[src/rtl/cache_refill_ctrl.sv]
// Load-miss line refill and write-through store controller between the M-stage
// direct-mapped data cache and data memory.
module cache_refill_ctrl #(
  parameter int WORDS_PER_LINE = 4,
  parameter int ADDR_W         = 32
) (
  input  logic              clk,
  input  logic              rst,
  input  logic              MemReadM,
  input  logic              MemWriteM,
  input  logic [ADDR_W-1:0] ALUResultM,
  input  logic [31:0]       WriteDataM,
  input  logic              Hit,
  output logic              StallM,
  output logic [31:0]       ReadDataM,
  output logic              ReadValidM,
  output logic              mem_req,
  output logic              mem_we,
  output logic [ADDR_W-1:0] mem_addr,
  output logic [31:0]       mem_wdata,
  input  logic              mem_ack,
  input  logic [31:0]       mem_rdata,
  output logic              FillEn,
  output logic [ADDR_W-1:0] FillAddr,
  output logic [31:0]       FillData,
  output logic              FillLast
);
  localparam int LINE_BYTES = 4 * WORDS_PER_LINE;
  localparam int CW         = (WORDS_PER_LINE > 1) ? $clog2(WORDS_PER_LINE) : 1;
  localparam logic [ADDR_W-1:0] LINE_MASK = ~ADDR_W'(LINE_BYTES - 1);
  localparam logic [ADDR_W-1:0] WORD_MASK = ~ADDR_W'(3);
  localparam logic [ADDR_W-1:0] IDX_MASK  = ADDR_W'(WORDS_PER_LINE - 1);
  localparam logic [CW-1:0]     LAST      = CW'(WORDS_PER_LINE - 1);

  localparam logic [1:0] IDLE   = 2'd0;
  localparam logic [1:0] WRITE  = 2'd1;
  localparam logic [1:0] REFILL = 2'd2;
  localparam logic [1:0] DONE   = 2'd3;

  logic [1:0]        state;
  logic [ADDR_W-1:0] addr_q;   // word address for a store, line base for a refill
  logic [31:0]       wdata_q;
  logic [31:0]       rdata_q;
  logic [CW-1:0]     cnt;
  logic [CW-1:0]     idx_q;
  logic [ADDR_W-1:0] fill_addr;
  logic              miss;
  logic              beat;

  assign miss      = MemReadM & ~Hit;
  assign beat      = (state == REFILL) & mem_ack;
  assign fill_addr = addr_q | (ADDR_W'(cnt) << 2);

  always_ff @(posedge clk or negedge rst) begin
    if (!rst) begin
      state   <= IDLE;
      addr_q  <= '0;
      wdata_q <= '0;
      rdata_q <= '0;
      cnt     <= '0;
      idx_q   <= '0;
    end else begin
      case (state)
        IDLE: begin
          // a store takes priority over a simultaneous load miss
          if (MemWriteM) begin
            addr_q  <= ALUResultM & WORD_MASK;
            wdata_q <= WriteDataM;
            state   <= WRITE;
          end else if (miss) begin
            addr_q <= ALUResultM & LINE_MASK;
            idx_q  <= CW'((ALUResultM >> 2) & IDX_MASK);
            cnt    <= '0;
            state  <= REFILL;
          end
        end
        WRITE: if (mem_ack) state <= IDLE;
        REFILL: begin
          if (mem_ack) begin
            if (cnt == idx_q) rdata_q <= mem_rdata;
            cnt <= cnt + CW'(1);
            if (cnt == LAST) state <= DONE;
          end
        end
        DONE:    state <= IDLE;
        default: state <= IDLE;
      endcase
    end
  end

  // stall is released on the store ack cycle and in DONE; reset forces it low
  always_comb begin
    StallM = 1'b0;
    case (state)
      IDLE:    StallM = MemWriteM | miss;
      WRITE:   StallM = ~mem_ack;
      REFILL:  StallM = 1'b1;
      default: StallM = 1'b0;
    endcase
    StallM = StallM & rst;
  end

  assign mem_req    = (state == WRITE) | (state == REFILL);
  assign mem_we     = (state == WRITE);
  assign mem_addr   = (state == WRITE) ? addr_q : (state == REFILL) ? fill_addr : '0;
  assign mem_wdata  = mem_we ? wdata_q : '0;
  assign FillEn     = beat;
  assign FillAddr   = beat ? fill_addr : '0;
  assign FillData   = beat ? mem_rdata : '0;
  assign FillLast   = beat & (cnt == LAST);
  assign ReadDataM  = rdata_q;
  assign ReadValidM = (state == DONE);
endmodule

[config.mk]
export PLATFORM = sky130hd
export DESIGN_NAME = cache_refill_ctrl
export DESIGN_NICKNAME = d
export VERILOG_FILES = /design/src/rtl/cache_refill_ctrl.sv
export SDC_FILE = /design/constraint.sdc
export NUM_CORES = 1
export LEC_CHECK = 0
export ABC_AREA = 1
export BUFFER_PORTS_ARGS = -buffer_cell sky130_fd_sc_hd__buf_2
export CAP_MARGIN = 20
export CORE_ASPECT_RATIO = 1.2
export CORE_MARGIN = 1.5
export CORE_UTILIZATION = 40
export DETAILED_ROUTE_END_ITERATION = 6
export HOLD_SLACK_MARGIN = 0.1
export PLACE_DENSITY = 0.73
export SLEW_MARGIN = 10
export SYNTH_ARGS = -nofsm -noshare
export SYNTH_HDL_FRONTEND = slang
export SYNTH_SLANG_ARGS = --single-unit
[constraint.sdc]
create_clock -name clk -period 4.25 [get_ports clk]
set_input_delay 0.2125 -clock clk [delete_from_list [all_inputs] [get_ports clk]]
set_output_delay 0.2125 -clock clk [all_outputs]
set_load 0.05 [all_outputs]
# After elaboration in Yosys (flattened, before gate mapping)
# Cells that the tools add are included.
[totals]
regBits = 102
latchBits = 0
ramBits = 0
rom_bits = 0
in_bits = 102
out_inout_bits = 166
elab_cells = 55
memories = 0
[classes]
addsub = 1
n_mul = 0
n_div = 0
n_lt_le_gt_ge = 0
n_eq_ne = 11
n_shift = 0
muxes = 18
bitwise = 10
reduce_logical = 9
[ops]
columns = ["op", "count"]
rows = [
  ["$mux W32", 7],
  ["$or A32 B4 Y32", 1],
  ["$mux W2", 8],
  ["$pmux W2 S4", 1],
  ["$reduce_and A4 Y1", 2],
  ["$eq A2 B2 Y1 const B", 3],
  ["$ne A2 B2 Y1 const B", 3],
  ["$reduce_and A3 Y1", 2],
  ["$and A1 B1 Y1", 4],
  ["$ne A2 B1 Y1 const B", 2],
  ["$pmux W2 S2", 1],
  ["$reduce_and A2 Y1", 2],
  ["$reduce_bool A2 Y1", 2],
  ["$ne A3 B3 Y1 const B", 1],
  ["$not A1 Y1", 3],
  ["$pmux W1 S3", 1],
  ["$add A2 B1 Y2 const B", 1],
  ["$eq A2 B1 Y1 const B", 1],
  ["$eq A2 B2 Y1", 1],
  ["$logic_not A2 Y1", 1],
  ["$or A1 B1 Y1", 2],
]

# Logic depth before layout (Yosys ltp)
# Gate-level depths: netlist of run 1.
[logic_depth]
ltp_word = 5
depth_mapped = 9

# Least setup slack after synthesis of run 1
# OpenSTA, ideal clock, no wires.
[synth_timing]
kind = "register to output"
from = "reg state[1]"
to = "out mem_addr[2]"
arrival_time_ps = 2632
path_slack_ps = 1406
path_stages_with_launch = 7
path_buffers = 2
path_cell_list = "dfrtp_1 > inv_1 > ha_1 > buf_2 > nor2_1 > clkbuf_1 > a211oi_1"
[synth_via]
elab_cells_between_ends = 4
[synth_rtl]
columns = ["element", "line_no", "text"]
rows = [
  ["start, declared", "40", "logic [1:0] state;"],
  ["start signal, assigned", "56", "state <= IDLE;"],
  ["start signal, assigned", "69", "state <= WRITE;"],
  ["start signal, assigned", "74", "state <= REFILL;"],
  ["$eq A2 B1 Y1", "--", ""],
  ["via mem_we", "18", "output logic mem_we,"],
  ["$mux W32", "105", "assign mem_addr = (state == WRITE) ? addr_q : (state == REFILL) ? fill_addr : '0;"],
  ["end, declared", "19", "output logic [ADDR_W-1:0] mem_addr,"],
]
# The timed path passes the listed nets, and every way through them passes these cells.

# Worst setup path after layout of run 1
[layout_timing]
from = "reg state[1]"
to = "out mem_addr[31]"
[layout_via]
elab_chain_len = 3
elab_cells_between_ends = 4
[layout_rtl]
columns = ["element", "line_no"]
rows = [
  ["$eq A2 B2 Y1", "105"],
  ["$mux W32", "105"],
  ["$mux W32 *", "105"],
]
# Mark *: on every way between the ends. The rest lies on a longest branch, timed or not.

==> impl_metrics.toml, run 1 <==
[synth]
syn_area_per_cell_um2 = 8.05
synth_edf_count = 0
yosysWarnings = 0
synth_top_area_share = 0.506
yosys.area.top_type = "dfrtp_1"
synthArstFlopShare = 1.00
ys.flop_type = "dfrtp_1"
synthCells = 614
netlist_top_cells_area = "dfrtp_1 51%, nand2_1 12%, inv_1 8.1%"
yosysUniqueCellTypes = 21
ys_ff_latch = 100
yosys.cell_count.top_type = "nand2_1"
synth_common_cells = "153 x nand2_1, 106 x inv_1, 100 x dfrtp_1"
seq_area_frac_synth = 0.506
syn_area_mm2 = 0.00494

[drt]
first_pass_iters = 5
drt_iter0_drc = 248
routed_wl_um = 14100
vias = 4865
routedWlPerCell_um = 13.1
drcViolationCount = 0
antenna_left = 0
vias_per_cell = 4.52

[clock_network]
numCtsBuffers = 9
htree_levels = 3
clock-sinks = 100
clk_latency_ns = 0.33
cts_max_path_buffers = 2
cts_tree = "done"
path_clk_slew_ns = 0.07
cts_root_buf = "clkbuf_16"

[layout]
layout.nets = 1020
layout-drive-gt1-share = 0.352
fin_cells = 1077
final_core_util = 0.595
antennaDiodeCount = 0
fin_area_mm2 = 0.00717
syn2layout_area_growth_pct = 45.2
area.sequential_mm2 = 0.00250
n_fill_cell = 1108
multi_input_area_mm2 = 0.00184

[flow_run]
cap_violations = 0

[sta]
rsz0062_at_grt = "no"
final.min_clock_period_ns = 2.59
setup_viol_count_final = 0
final-max-slew-violation-count = 0
post-route-period-util = 0.611
timing.fmax_mhz = 385
tightest_slew_ns = 0.811
hold_slack_ns = 0.115
hold_viol_final = 0
timing.setup.tns_ns = 0
relSlewSlack = 0.457
finalClockSkew_ns = 0.00648

[global_route]
grt_usage = 0.216
grt_pass1_vias = 4567
grt-ovfl-total = 0
antenna_found_initial = 0
grt_max_degree = 64
grt_first_pass_wirelength_um = 22500

[critical_path]
r2r-start = "state[0]"
critPathBufInv = 5
critPathKind = "reg -> out"
arrival_ns = 2.38
crit_cells = 8
critical_path.max_stage_delay_ns = 0.51
timing.critical_path.fanout_max = 37
start_kind = "register"
setup.worst_path.end = "mem_addr[31]"
r2r_end = "addr_q[16]"
cp_common_cell = "buf_4"
r2r_setup_slack_ns = 1.96
startpoint = "state[1]"
critPathTopFamily = "buffers and inverters"
path_cells = "inv_1 > ha_1 > buf_4 > nor2_2 > buf_8 > buf_4 > nor2_1 > buf_2"
crit_slowest_cell = "nor2_2"
crit_required_ns = 4.04
cp-end-kind = "output pin"
ff2ff_path_depth = 7

[placed_design]
postPlaceCellArea_mm2 = 0.00631
io_buffers = 261
dp_hpwl_um = 9340
place_congestion = 0.803
dp.cells = 1009

[power_and_ir_drop]
clkPwrFrac = 0.140
p_leak_nw = 4.39
swShare = 0.545
power_frac_seq = 0.265
internal_power_mw = 2.82
combPwrFrac = 0.595
p_switching_mw = 3.39
vdd_drop_max_mv = 0.454
power_density_mw_per_mm2 = 866

[die]
start_util = 0.410
coreArea_mm2 = 0.0121
pin_count = 268
die_w_um = 104
die_area_mm2 = 0.0130
rows = 44
die_h_um = 125

[hold_path]
hold_path_class = "in -> reg"
min_from = "WriteDataM[21]"

[outcome]
status = "finished, final reports clean"
## power groups by stage
stage               sequential (mW)  combinational, mW  clock, mW
finish                         1.65               3.70      0.868
global route                   1.70               3.96      0.932
CTS                            1.64               3.69      0.899
detailed placement             1.66               3.64          0
global placement               1.63               3.61          0
floorplan                      2.16               2.34          0
## cell type report
cell class,instances,share of cell area
inverter,107,0.0560
multi-input combinational,372,0.257
clock buffer,10,0.0333
clock inverter,4,0.0105
timing repair buffer,323,0.267
sequential,100,0.349
tap,161,0.0281
## repair_timing
action | 4_1_cts | 5_1_grt
setup buffers | 0 | 0
hold endpoints to repair | 93 | 0
resized for setup | 0 | 0
hold buffers | 53 | 0
## per-layer routing
metal | vias to the layer above | track usage | part of all wire
met5 | - | 0 | 0
met4 | 0 | 0.0735 | 0.016
met3 | 19 | 0.0434 | 0.056
met2 | 189 | 0.384 | 0.51
met1 | 2212 | 0.258 | 0.42
li1 | 2445 | - | -
## flip-flops by register name, indices dropped and copies added (netlist names)
signal	flops
wdata_q	32
ReadDataM	32
cnt	2
addr_q	30
state	2
idx_q	2
## per-stage QoR
step,setup WS [ns],power (mW)
6_report,1.66,6.21
3_3_place_gp,1.75,5.24
4_1_cts,1.35,6.23
3_5_place_dp,1.73,5.30
2_1_floorplan,1.41,4.49
5_1_grt,1.52,6.59
## worst min path at each step
stage / slack [ns] / to / depth (start not counted)
after floorplan: -0.08 / ReadDataM[0] / 0
after global placement: 0.23 / wdata_q[16] / 1
after detailed placement: 0.23 / wdata_q[16] / 1
after CTS: 0.10 / wdata_q[26] / 2
after global routing: 0.10 / wdata_q[21] / 2
final: 0.11 / wdata_q[21] / 2
## cells in the final DEF (no fill, tap or decap), drive strengths merged
cell type,n
a211oi,2
nand3b,1
conb,4
nand3,7
dlygate4sd3,53
o21a,1
clkbuf,10
inv,107
clkinvlp,2
nor2,99
o21ai,33
buf,270
dfrtp,100
ha,5
nand2,156
bufinv,2
nand4,32
mux2,32
## cells by family after synthesis
| group | synth area share |
|---|---|
| AO/OA/AOI/OAI | 0.0380 |
| adder cells (fa/ha/maj) | 0.0127 |
| buffers and inverters | 0.124 |
| flip-flops | 0.506 |
| multiplexers | 0.0729 |
| other | 0.000759 |
| AND/OR/NAND/NOR | 0.245 |
No activity file was read; power rests on OpenSTA's default activity.
==> run 2, diff against run 1 <==
--- a/config.mk
+++ b/config.mk
@@ -5,7 +5,7 @@
 export SDC_FILE = /design/constraint.sdc
 export NUM_CORES = 1
 export LEC_CHECK = 0
-export ABC_AREA = 1
+export ABC_AREA = 0
 export BUFFER_PORTS_ARGS = -buffer_cell sky130_fd_sc_hd__buf_2
 export CAP_MARGIN = 20
 export CORE_ASPECT_RATIO = 1.2
@@ -13,7 +13,7 @@
 export CORE_UTILIZATION = 40
 export DETAILED_ROUTE_END_ITERATION = 6
 export HOLD_SLACK_MARGIN = 0.1
-export PLACE_DENSITY = 0.73
+export PLACE_DENSITY = 0.75
 export SLEW_MARGIN = 10
 export SYNTH_ARGS = -nofsm -noshare
 export SYNTH_HDL_FRONTEND = slang
==> constraint.sdc (replaced) <==
create_clock -name clk -period 2.2 [get_ports clk]
set_input_delay 0.11 -clock clk [delete_from_list [all_inputs] [get_ports clk]]
set_output_delay 0.11 -clock clk [all_outputs]
set_load 0.05 [all_outputs]
==> impl_metrics.toml, run 2 <==
[outcome]
status = "finished, final reports clean"

[die]
coreArea_mm2 = 0.0122
start_util = 0.413
rows = 44
die_w_um = 105
pin_count = 268
die_area_mm2 = 0.0132
die_h_um = 126

[power_and_ir_drop]
internal_power_mw = 6.57
clkPwrFrac = 0.127
p_leak_nw = 4.20
p_switching_mw = 6.86
power_density_mw_per_mm2 = 1710
swShare = 0.511
power_frac_seq = 0.250
combPwrFrac = 0.623
vdd_drop_max_mv = 0.964
finalPower_mw = 13.4

[critical_path]
start_kind = "register"
r2r_end = "ReadDataM[6]"
critPathKind = "reg -> out"
timing.critical_path.fanout_max = 36
crit_required_ns = 2.09
arrival_ns = 2.01
r2r_setup_slack_ns = 0.31
cp-end-kind = "output pin"
ff2ff_path_depth = 6
r2r-start = "state[0]"

[drt]
drt_iter0_drc = 222
first_pass_iters = 4
vias = 4563
vias_per_cell = 4.93
drcViolationCount = 0
antenna_left = 0
routed_wl_um = 15600
routedWlPerCell_um = 16.8

[clock_network]
clk_latency_ns = 0.34
cts_tree = "done"
clock-sinks = 100
cts_root_buf = "clkbuf_16"
numCtsBuffers = 9
cts_setup_buffers = 0
path_clk_slew_ns = 0.06
cts_max_path_buffers = 2
htree_levels = 3

[layout]
final_core_util = 0.646
syn2layout_area_growth_pct = 56.5
antennaDiodeCount = 0
layout.nets = 868
final_cell_mix = "247 x buf_2, 100 x dfrtp_1, 97 x dlygate4sd3_1"
layout_commonest_cell = "buf_2"
n_fill_cell = 909
layout-drive-gt1-share = 0.508
fin_cells = 926

[sta]
timing.fmax_mhz = 472
setup_viol_count_final = 0
final.min_clock_period_ns = 2.12
finalClockSkew_ns = 0.00607
final-max-slew-violation-count = 0
relSlewSlack = 0.486
hold_slack_ns = 0.197
hold_viol_final = 0
rsz0062_at_grt = "yes"
tightest_slew_ns = 0.771
timing.setup.tns_ns = 0
post-route-period-util = 0.962

[global_route]
grt_pass1_vias = 4770
grt_usage = 0.225
grt_first_pass_wirelength_um = 23700
grt_max_degree = 73
antenna_found_initial = 0
grt-ovfl-total = 0

[hold_path]
hold_path_class = "in -> reg"
min_to = "addr_q[2]"
hold_path_depth = 4
min_from = "MemReadM"

[synth]
synth_edf_count = 0
yosysUniqueCellTypes = 36
synthCells = 413
yosys.cell_count.top_type = "dfrtp_1"
netlist_top_cells_area = "dfrtp_1 50%, mux2_2 14%, mux2_4 9.0%"
syn_area_mm2 = 0.00502
synth_common_cells = "100 x dfrtp_1, 64 x mux2_2, 61 x and3_1"
syn_area_per_cell_um2 = 12.2
ys_ff_latch = 100
yosys.area.top_type = "dfrtp_1"
yosysWarnings = 0
synthArstFlopShare = 1.00
synth_top_area_share = 0.499
ys.flop_type = "dfrtp_1"
seq_area_frac_synth = 0.499

[placed_design]
place_congestion = 0.787
io_buffers = 261
dp.cells = 812
dp_hpwl_um = 9660

[flow_run]
cap_violations = 0
run 2: changes by cell type in the layout (fill, tap and decap cells not counted), sizes merged, moves of 5 or more:
cell	delta
clkbuf	+9
and3	+61
inv	-102
nor2	-89
mux2	+62
nand4	-32
nor2b	+30
nand2	-149
buf	-6
o21ai	-30
dlygate4sd3	+44
a21oi	+5
and2	+32
run 2: area by class of cell:
cell class,count,area (um2),share of cell area
Tap cell,161,201,0.0256
Inverter,5,18.8,0.00239
Clock inverter,4,72.6,0.00924
Sequential cell,100,2500,0.319
Multi-Input combinational cell,276,2360,0.300
Timing Repair Buffer,369,2450,0.312
Clock buffer,11,253,0.0322
run 2: worst max path at each step:
| stage | startpoint | to | slack (ns) | cells past startpoint |
|---|---|---|---|---|
| floorplan | state[1] | mem_addr[23] | -0.02 | 5 |
| global placement | state[0] | ReadDataM[6] | 0.38 | 6 |
| detailed placement | state[0] | ReadDataM[6] | 0.32 | 6 |
| CTS | state[0] | mem_addr[21] | 0.003 | 7 |
| global route | state[0] | mem_addr[11] | -0.004 | 7 |
| finish | state[0] | mem_addr[17] | 0.08 | 7 |
run 2: power by group through the flow:
stage               clock network, mW  registers [mW]  logic, mW
floorplan                           0            4.23       5.33
global placement                    0            3.28       7.87
detailed placement                  0            3.36       7.99
CTS                              1.76            3.33       8.19
global route                     1.82            3.47       8.75
finish                           1.71            3.35       8.37
run 2: logic make-up after synthesis:
logic type,count (synthesis),synth area share
AOI/OAI and AO/OA,16,0.0224
xor gates and xnor gates,2,0.00349
adders and majority gates,5,0.0125
buffers and inverters,41,0.0424
DFF,100,0.499
muxes,94,0.233
other,1,0.000747
and+or+nand+nor,154,0.187
run 2: worst max-delay path: stages (launching register included):
cell and delay (ns):
dfrtp_1 0.40, inv_1 0.13, ha_4 0.21, buf_12 0.17, nor2_2 0.24, buf_12 0.22
nor2b_1 0.07, clkbuf_4 0.21
run 2: timing repair:
item / CTS / global route
hold buffers: 97 / 0
endpoints found under the hold margin: 123 / 0
gates resized for setup: 6 / 9
setup endpoints to repair: 6 / 29
gates cloned: 0 / 2
run 2: metal layers:
layer | vias to the layer above | track usage | part of all wire | routed length (um)
met5 | - | 0 | 0 | 0
met2 | 192 | 0.412 | 0.52 | 8130
met3 | 24 | 0.0585 | 0.073 | 1140
met4 | 0 | 0.0983 | 0.024 | 380
li1 | 2107 | - | - | -
met1 | 2240 | 0.243 | 0.38 | 5930
run 2: metrics by stage:
step                worst slack, ns  instance area [um2]
floorplan                   -0.0238                 5030
global placement              0.384                 6480
detailed placement            0.317                 6480
CTS                         0.00304                 7790
global route               -0.00425                 7860
finish                       0.0830                 7860
